**src/rtl/fetch_pkg.sv**
```systemverilog
// Shared defaults and width helpers for the fetch queue slice.
package fetch_pkg;

  localparam int INSTR_W_DEF = 4;
  localparam int OPER_W_DEF  = 4;
  localparam int DEPTH_DEF   = 4;

  // Pointer width; a depth of 2 still needs one address bit.
  function automatic int ptr_w(input int depth);
    return (depth <= 2) ? 1 : $clog2(depth);
  endfunction

  // Count must hold the value DEPTH itself, hence depth+1.
  function automatic int cnt_w(input int depth);
    return $clog2(depth + 1);
  endfunction

endpackage

```
**src/rtl/fetch_queue_mem.sv**
```systemverilog
// DEPTH x W register array: one enabled write port, one asynchronous read port.
module fetch_queue_mem
  import fetch_pkg::*;
#(
  parameter int W     = INSTR_W_DEF + OPER_W_DEF,
  parameter int DEPTH = DEPTH_DEF,
  parameter int AW    = ptr_w(DEPTH)
) (
  input  logic          clk,
  input  logic          rst,
  input  logic          we,
  input  logic [AW-1:0] waddr,
  input  logic [W-1:0]  wdata,
  input  logic [AW-1:0] raddr,
  output logic [W-1:0]  rdata
);

  logic [W-1:0] entry [DEPTH];

  // One enabled flop row per entry, cleared by the async reset.
  for (genvar i = 0; i < DEPTH; i++) begin : g_entry
    logic sel;
    assign sel = we && (waddr == AW'(i));

    always_ff @(posedge clk or posedge rst) begin
      if (rst) begin
        entry[i] <= '0;
      end else if (sel) begin
        entry[i] <= wdata;
      end
    end
  end

  assign rdata = entry[raddr];

endmodule

```
**src/rtl/fetch_queue.sv**
```systemverilog
// First-word-fall-through instruction queue between program memory and decoder.
module fetch_queue
  import fetch_pkg::*;
#(
  parameter int INSTR_W = INSTR_W_DEF,
  parameter int OPER_W  = OPER_W_DEF,
  parameter int DEPTH   = DEPTH_DEF
) (
  input  logic                        clk,
  input  logic                        R,
  input  logic                        E,
  input  logic                        flush,
  input  logic                        in_valid,
  input  logic [INSTR_W+OPER_W-1:0]   in_data,
  output logic                        in_ready,
  output logic                        out_valid,
  input  logic                        out_ready,
  output logic [INSTR_W-1:0]          instr,
  output logic [OPER_W-1:0]           operando,
  output logic [cnt_w(DEPTH)-1:0]     count
);

  localparam int W  = INSTR_W + OPER_W;
  localparam int AW = ptr_w(DEPTH);
  localparam int CW = cnt_w(DEPTH);

  logic [AW-1:0] wr_ptr;
  logic [AW-1:0] rd_ptr;
  logic [W-1:0]  head;
  logic          push;
  logic          pop;

  assign in_ready  = E && (count != CW'(DEPTH));
  assign out_valid = E && (count != '0);
  assign push      = in_valid && in_ready;
  assign pop       = out_valid && out_ready;

  // A flushed cycle must not write, so the dropped word never lands in storage.
  fetch_queue_mem #(
    .W     (W),
    .DEPTH (DEPTH),
    .AW    (AW)
  ) u_mem (
    .clk   (clk),
    .rst   (R),
    .we    (push && !flush),
    .waddr (wr_ptr),
    .wdata (in_data),
    .raddr (rd_ptr),
    .rdata (head)
  );

  assign instr    = head[W-1:OPER_W];
  assign operando = head[OPER_W-1:0];

  always_ff @(posedge clk or posedge R) begin
    if (R) begin
      wr_ptr <= '0;
      rd_ptr <= '0;
      count  <= '0;
    end else if (E) begin
      if (flush) begin
        wr_ptr <= '0;
        rd_ptr <= '0;
        count  <= '0;
      end else begin
        if (push) begin
          wr_ptr <= wr_ptr + AW'(1);
        end
        if (pop) begin
          rd_ptr <= rd_ptr + AW'(1);
        end
        if (push && !pop) begin
          count <= count + CW'(1);
        end else if (pop && !push) begin
          count <= count - CW'(1);
        end
      end
    end
  end

endmodule

```
**config.mk**
```make
export PLATFORM = sky130hd
export DESIGN_NAME = fetch_queue
export DESIGN_NICKNAME = d
export VERILOG_FILES = /design/src/rtl/fetch_pkg.sv /design/src/rtl/fetch_queue_mem.sv /design/src/rtl/fetch_queue.sv
export SDC_FILE = /design/constraint.sdc
export NUM_CORES = 1
export LEC_CHECK = 0
export BUFFER_PORTS_ARGS = -buffer_cell sky130_fd_sc_hd__buf_2
export CORE_ASPECT_RATIO = 0.7
export CORE_MARGIN = 3
export CORE_UTILIZATION = 56
export DETAILED_ROUTE_END_ITERATION = 6
export PLACE_DENSITY = 0.8
export SLEW_MARGIN = 20
export SYNTH_ARGS = -nofsm -noshare
export SYNTH_HDL_FRONTEND = slang
export SYNTH_SLANG_ARGS = --single-unit
export TNS_END_PERCENT = 100
```
**constraint.sdc**
```tcl
create_clock -name clk -period 2.6 [get_ports clk]
set_input_delay 0.26 -clock clk [delete_from_list [all_inputs] [get_ports clk]]
set_output_delay 0.26 -clock clk [all_outputs]
set_load 0.005 [all_outputs]
```
# Word level (Yosys, flattened, before mapping)
# Index checks and enable logic that the tools add are counted.
[totals]
ff_bits = 39
latch_bits = 0
ram_bits = 0
rom_bits = 0
inputBits = 14
output_inout_bits = 13
wordCells = 49
n_memories = 0
[classes]
add_sub_neg = 4
multipliers = 0
n_div = 0
order_cmp = 1
eq_ne = 4
n_shift = 0
muxes = 10
bitwise = 1
n_reduce_logical = 22
[ops]
columns = ["operator", "n"]
rows = [
  ["$bmux W8 S2", 1],
  ["$mux W8", 2],
  ["$logic_and A1 B1 Y1", 11],
  ["$mux W3", 3],
  ["$mux W2", 4],
  ["$reduce_and A2 Y1", 3],
  ["$reduce_bool A3 Y1", 2],
  ["$add A2 B1 Y2 const B", 2],
  ["$eq A2 B2 Y1 const B", 2],
  ["$reduce_bool A2 Y1", 2],
  ["$add A3 B1 Y3 const B", 1],
  ["$ge A3 B3 Y1 const B", 1],
  ["$logic_not A1 Y1", 3],
  ["$ne A3 B3 Y1 const B", 1],
  ["$not A2 Y3", 1],
  ["$sub A3 B1 Y3 const B", 1],
  ["$eq A2 B1 Y1 const B", 1],
  ["$logic_not A2 Y1", 1],
]

# Longest topological paths before layout
[depth]
ltp_word = 8
depth_mapped = 8
mapped_depth_nobuf = 7

# By module
# Synthesis repeated with hierarchy kept, for this count alone.
[hier_totals]
cells_unflattened = 134
area_unflattened_um2 = 1910.6
[by_module_without_submodules]
columns = ["module", "instances", "cells_each", "area_each_um2", "seq_area_each_um2"]
rows = [
  ["fetch_queue_mem", 1, 79, 1405.1, 800.8],
  ["fetch_queue", 1, 55, 505.5, 175.2],
]

# Worst setup path before layout
# No wires, ideal clock.
[synth_path]
kind = "register to register"
start = "register count[0]"
end = "register count[2]"
setup_time_ns = 0.090
arrival_ns = 2.348
required_time_ns = 2.510
path_slack_ns = 0.162
path_stages_with_launch = 9
path_buffers = 1
period_less_slack_ns = 2.438
cell_sequence = "dfrtp_1 buf_2 nor3b_2 or2_2 nor2_1 fa_1 or4_1 a2111o_1 o221ai_1"
[synth_via]
elab_chain_len = 7
word_cells_on_any_way = 17
cone_classes = "2 x add/sub; 1 x eq/ne; 3 x mux; 11 x reduce/logical"
[synth_rtl]
columns = ["element", "line_no", "rtl"]
rows = [
  ["start, declared", "fetch_queue.sv:20", "output logic [cnt_w(DEPTH)-1:0] count"],
  ["start signal, assigned", "fetch_queue.sv:74", "count <= count + CW'(1);"],
  ["start signal, assigned", "fetch_queue.sv:76", "count <= count - CW'(1);"],
  ["branches (longest 7 deep; another with $sub A3 B1 Y3)", "--", ""],
]
# Parallel ways; which one is timed is not known. The select of a mux whose other input is x is not followed.
# A chain may end at the register's enable or synchronous reset.

# Worst setup path in the final report
# Same ends and word-level chain as after synthesis.

==> results.md <==
- Outcome: completed
- DR DRC count: 0
- Overall fraction of global-route tracks in use: 0.199
- Layout Nets: 190
- Total CTS buffers: 5
- Critical path class: flop to flop
- Vias in the first global route: 1381
- Yosys cell types: 33
- First-pass GRT wire length: 6530 um
- Worst-Skew Late Latency: 0.28 ns
- Layout Skew: 0.00292 ns
- Gate Count Post-Synth: 141
- CP max FO: 3
- Final min period: approximately 2.5 ns
- Hold Crit Class: input pin to asynchronous set/reset pin
- Cells after DPL: 210
- Chip width: 76.4 um
- CP Capture Point: count[2]
- Layout cells sized above 1: 0.488
- Clk buf depth: 2
- Static Leakage: 1.04 nW
- Synth top area share: 0.503
- Rows: 17
- Flop-to-flop setup slack: 0.14 ns
- Final Setup Violations: 0
- R2r endpoint: count[2]
- Largest cells by area after synthesis: dfrtp_1 50%, mux2_2 19%, mux4_2 9.3%
- Worst Tran Pin Value: 0.765 ns
- Endpoint type of the worst setup path: flop
- Vias: ~1300
- DP Wirelength: roughly 2800 um
- Initial Util: 0.600
- Worst Reg-to-Reg Cells: 7
- Crit path from: count[0]
- Post-synth EDFFs: 0
- Fin crit share: 0.947
- Register area share after synthesis: 0.503
- Max-slew headroom: 0.486
- Core ar.: 0.00323 mm^2
- Largest net degree at the start of global routing: 18
- Max cap viols: 0
- Fin. max-slew vios: 0
- Post-CTS Hold Buffers: 0
- Fin. Hold Viols: 0
- RSZ-0062 raised after global routing: no
- Routed wire length: 3900 um
- Synth top cells by count: 39 x dfrtp_1, 33 x mux2_2, 8 x mux4_2
- Ports: 27
- Die Y: 55.3 um
- Gr ovfl total: 0
- Routability Congestion: approximately 0.9
- CP arrival: 2.66 ns
- Port buffer count: 26
- DR pass1 iterations: 4
- H-tree levels: 2
- Area Growth Syn to Fin: 15.1%
- Reg clk slew, reported paths: around 0.070 ns
- Critical path launch point type: flop
- CTS tree: built
- Synth async-reset ratio: 1.00
- Filler cell count: 220
- Setup TNS: 0 ns
- CP required: 2.80 ns
- Initial DRC Count: 65
- Initial antenna violation count: 0
- Vias/cell: 5.76
- Mapped Area: 0.00194 mm^2
- Worst vdd ir: 0.434 mV
- Yosys top cell by area: dfrtp_1
- Pwr dens: 1050 mW/mm^2
- Most common cell in the netlist: dfrtp_1
- CTS root buffer: clkbuf_8
- Ant. Diodes: 0
- WL/cell: 17.8 um
- Mapped Nets: 160
- Synth Warn #: 0
- Synth Area per Inst: 13.8 um^2
- Top FF cell, synth: dfrtp_1
- Antenna-violating nets left: 0
- Yosys reg bits: 39
- Die ar.: between 0.004 and 0.005 mm^2
- Worst r2r src: count[0]
- Clk sinks: 39
- Fmax: 406 MHz
- Post-Layout Cell Count: 219
through the flow:
| stage | utilization | setup WS [ns] | hold WS (ns) | instance area [um^2] | total power (W) |
|---|---|---|---|---|---|
| after floorplan | - | 0.162 | 0.412 | 1940 | 0.00156 |
| after global placement | 0.654 | 0.243 | 0.363 | 2110 | 0.00180 |
| after detailed placement | 0.654 | 0.0671 | 0.379 | 2110 | 0.00188 |
| after CTS | 0.685 | 0.0472 | 0.0730 | 2210 | 0.00232 |
| after global routing | 0.691 | 0.0951 | 0.0982 | 2230 | 0.00249 |
| final | 0.691 | 0.139 | 0.0654 | 2230 | 0.00234 |
layout by cell type (no fill, tap or decap), types with 2 or more instances in the layout:
| cell type | count |
|---|---|
| dfrtp_1 | 39 |
| mux2_2 | 33 |
| buf_2 | 26 |
| mux4_2 | 8 |
| inv_1 | 7 |
| clkbuf_8 | 7 |
| buf_4 | 6 |
| nand2_1 | 4 |
| and2_1 | 4 |
| ha_1 | 4 |
| o21ai_0 | 3 |
| o31ai_1 | 3 |
| nor2_1 | 3 |
| or2_2 | 2 |
| nor4_1 | 2 |
| o21bai_1 | 2 |
| a32o_1 | 2 |
kinds of logic (layout without fill, tap and decap cells):
logic type / after synthesis / in the layout / synth area share
mux: 42 / 42 / 0.289
flops: 39 / 39 / 0.503
simple gates: 22 / 22 / 0.0651
compound gates: 17 / 17 / 0.0658
buf+inv: 16 / 47 / 0.0406
fa+ha+maj: 5 / 5 / 0.0361
routing by layer:
layer  global-route usage  wire length (um)  vias to the layer above
met3               0.0603               169                       13
met1                0.251              1680                      636
met4               0.0749                81                        0
li1                     -                 -                      574
met2                0.327              1960                       38
met5                    0                 0                        -
critical path, stage by stage (launching register included):
cell      delay [ns]
dfrtp_1         0.42
nor3b_4         0.23
or2_2           0.17
nor2_1          0.06
fa_1            0.39
or4_1           0.59
a2111o_1        0.44
o221ai_1        0.07
how the worst min path moves through the flow:
| stage | to | slack, ns | cells after the start |
|---|---|---|---|
| final | wr_ptr[0] | 0.07 | 2 |
| after global routing | u_mem.entry[19] | 0.1 | 2 |
| after CTS | wr_ptr[0] | 0.07 | 2 |
| after detailed placement | rd_ptr[0] | 0.38 | 2 |
| after global placement | rd_ptr[0] | 0.36 | 2 |
| after floorplan | u_mem.entry[0] | 0.41 | 1 |
where the power goes:
group          switching [W]  leakage, nW  internal, W
Sequential          0.000180        0.511     0.000829
Clock               0.000193       0.0515     0.000242
Combinational       0.000357        0.477     0.000539
final cells by class:
type                    count  area [um^2]  area share
flip-flops and latches     39          976       0.437
repair buffers             32          175      0.0784
multi-input cells          86          897       0.402
clock buffers               8          100      0.0448
inverters                   7         26.3      0.0118
well taps                  47         58.8      0.0263
flip-flops by register name (all words and copies together), names as in the netlist:
name         cells
wr_ptr           2
count            3
u_mem.entry     32
rd_ptr           2
timing repair:
item / 4_1_cts / 5_1_grt
setup endpoints to repair: 0 / 1
buffers inserted: 0 / 1
resized for setup: 0 / 2
No activity file was read; power rests on OpenSTA's default activity.
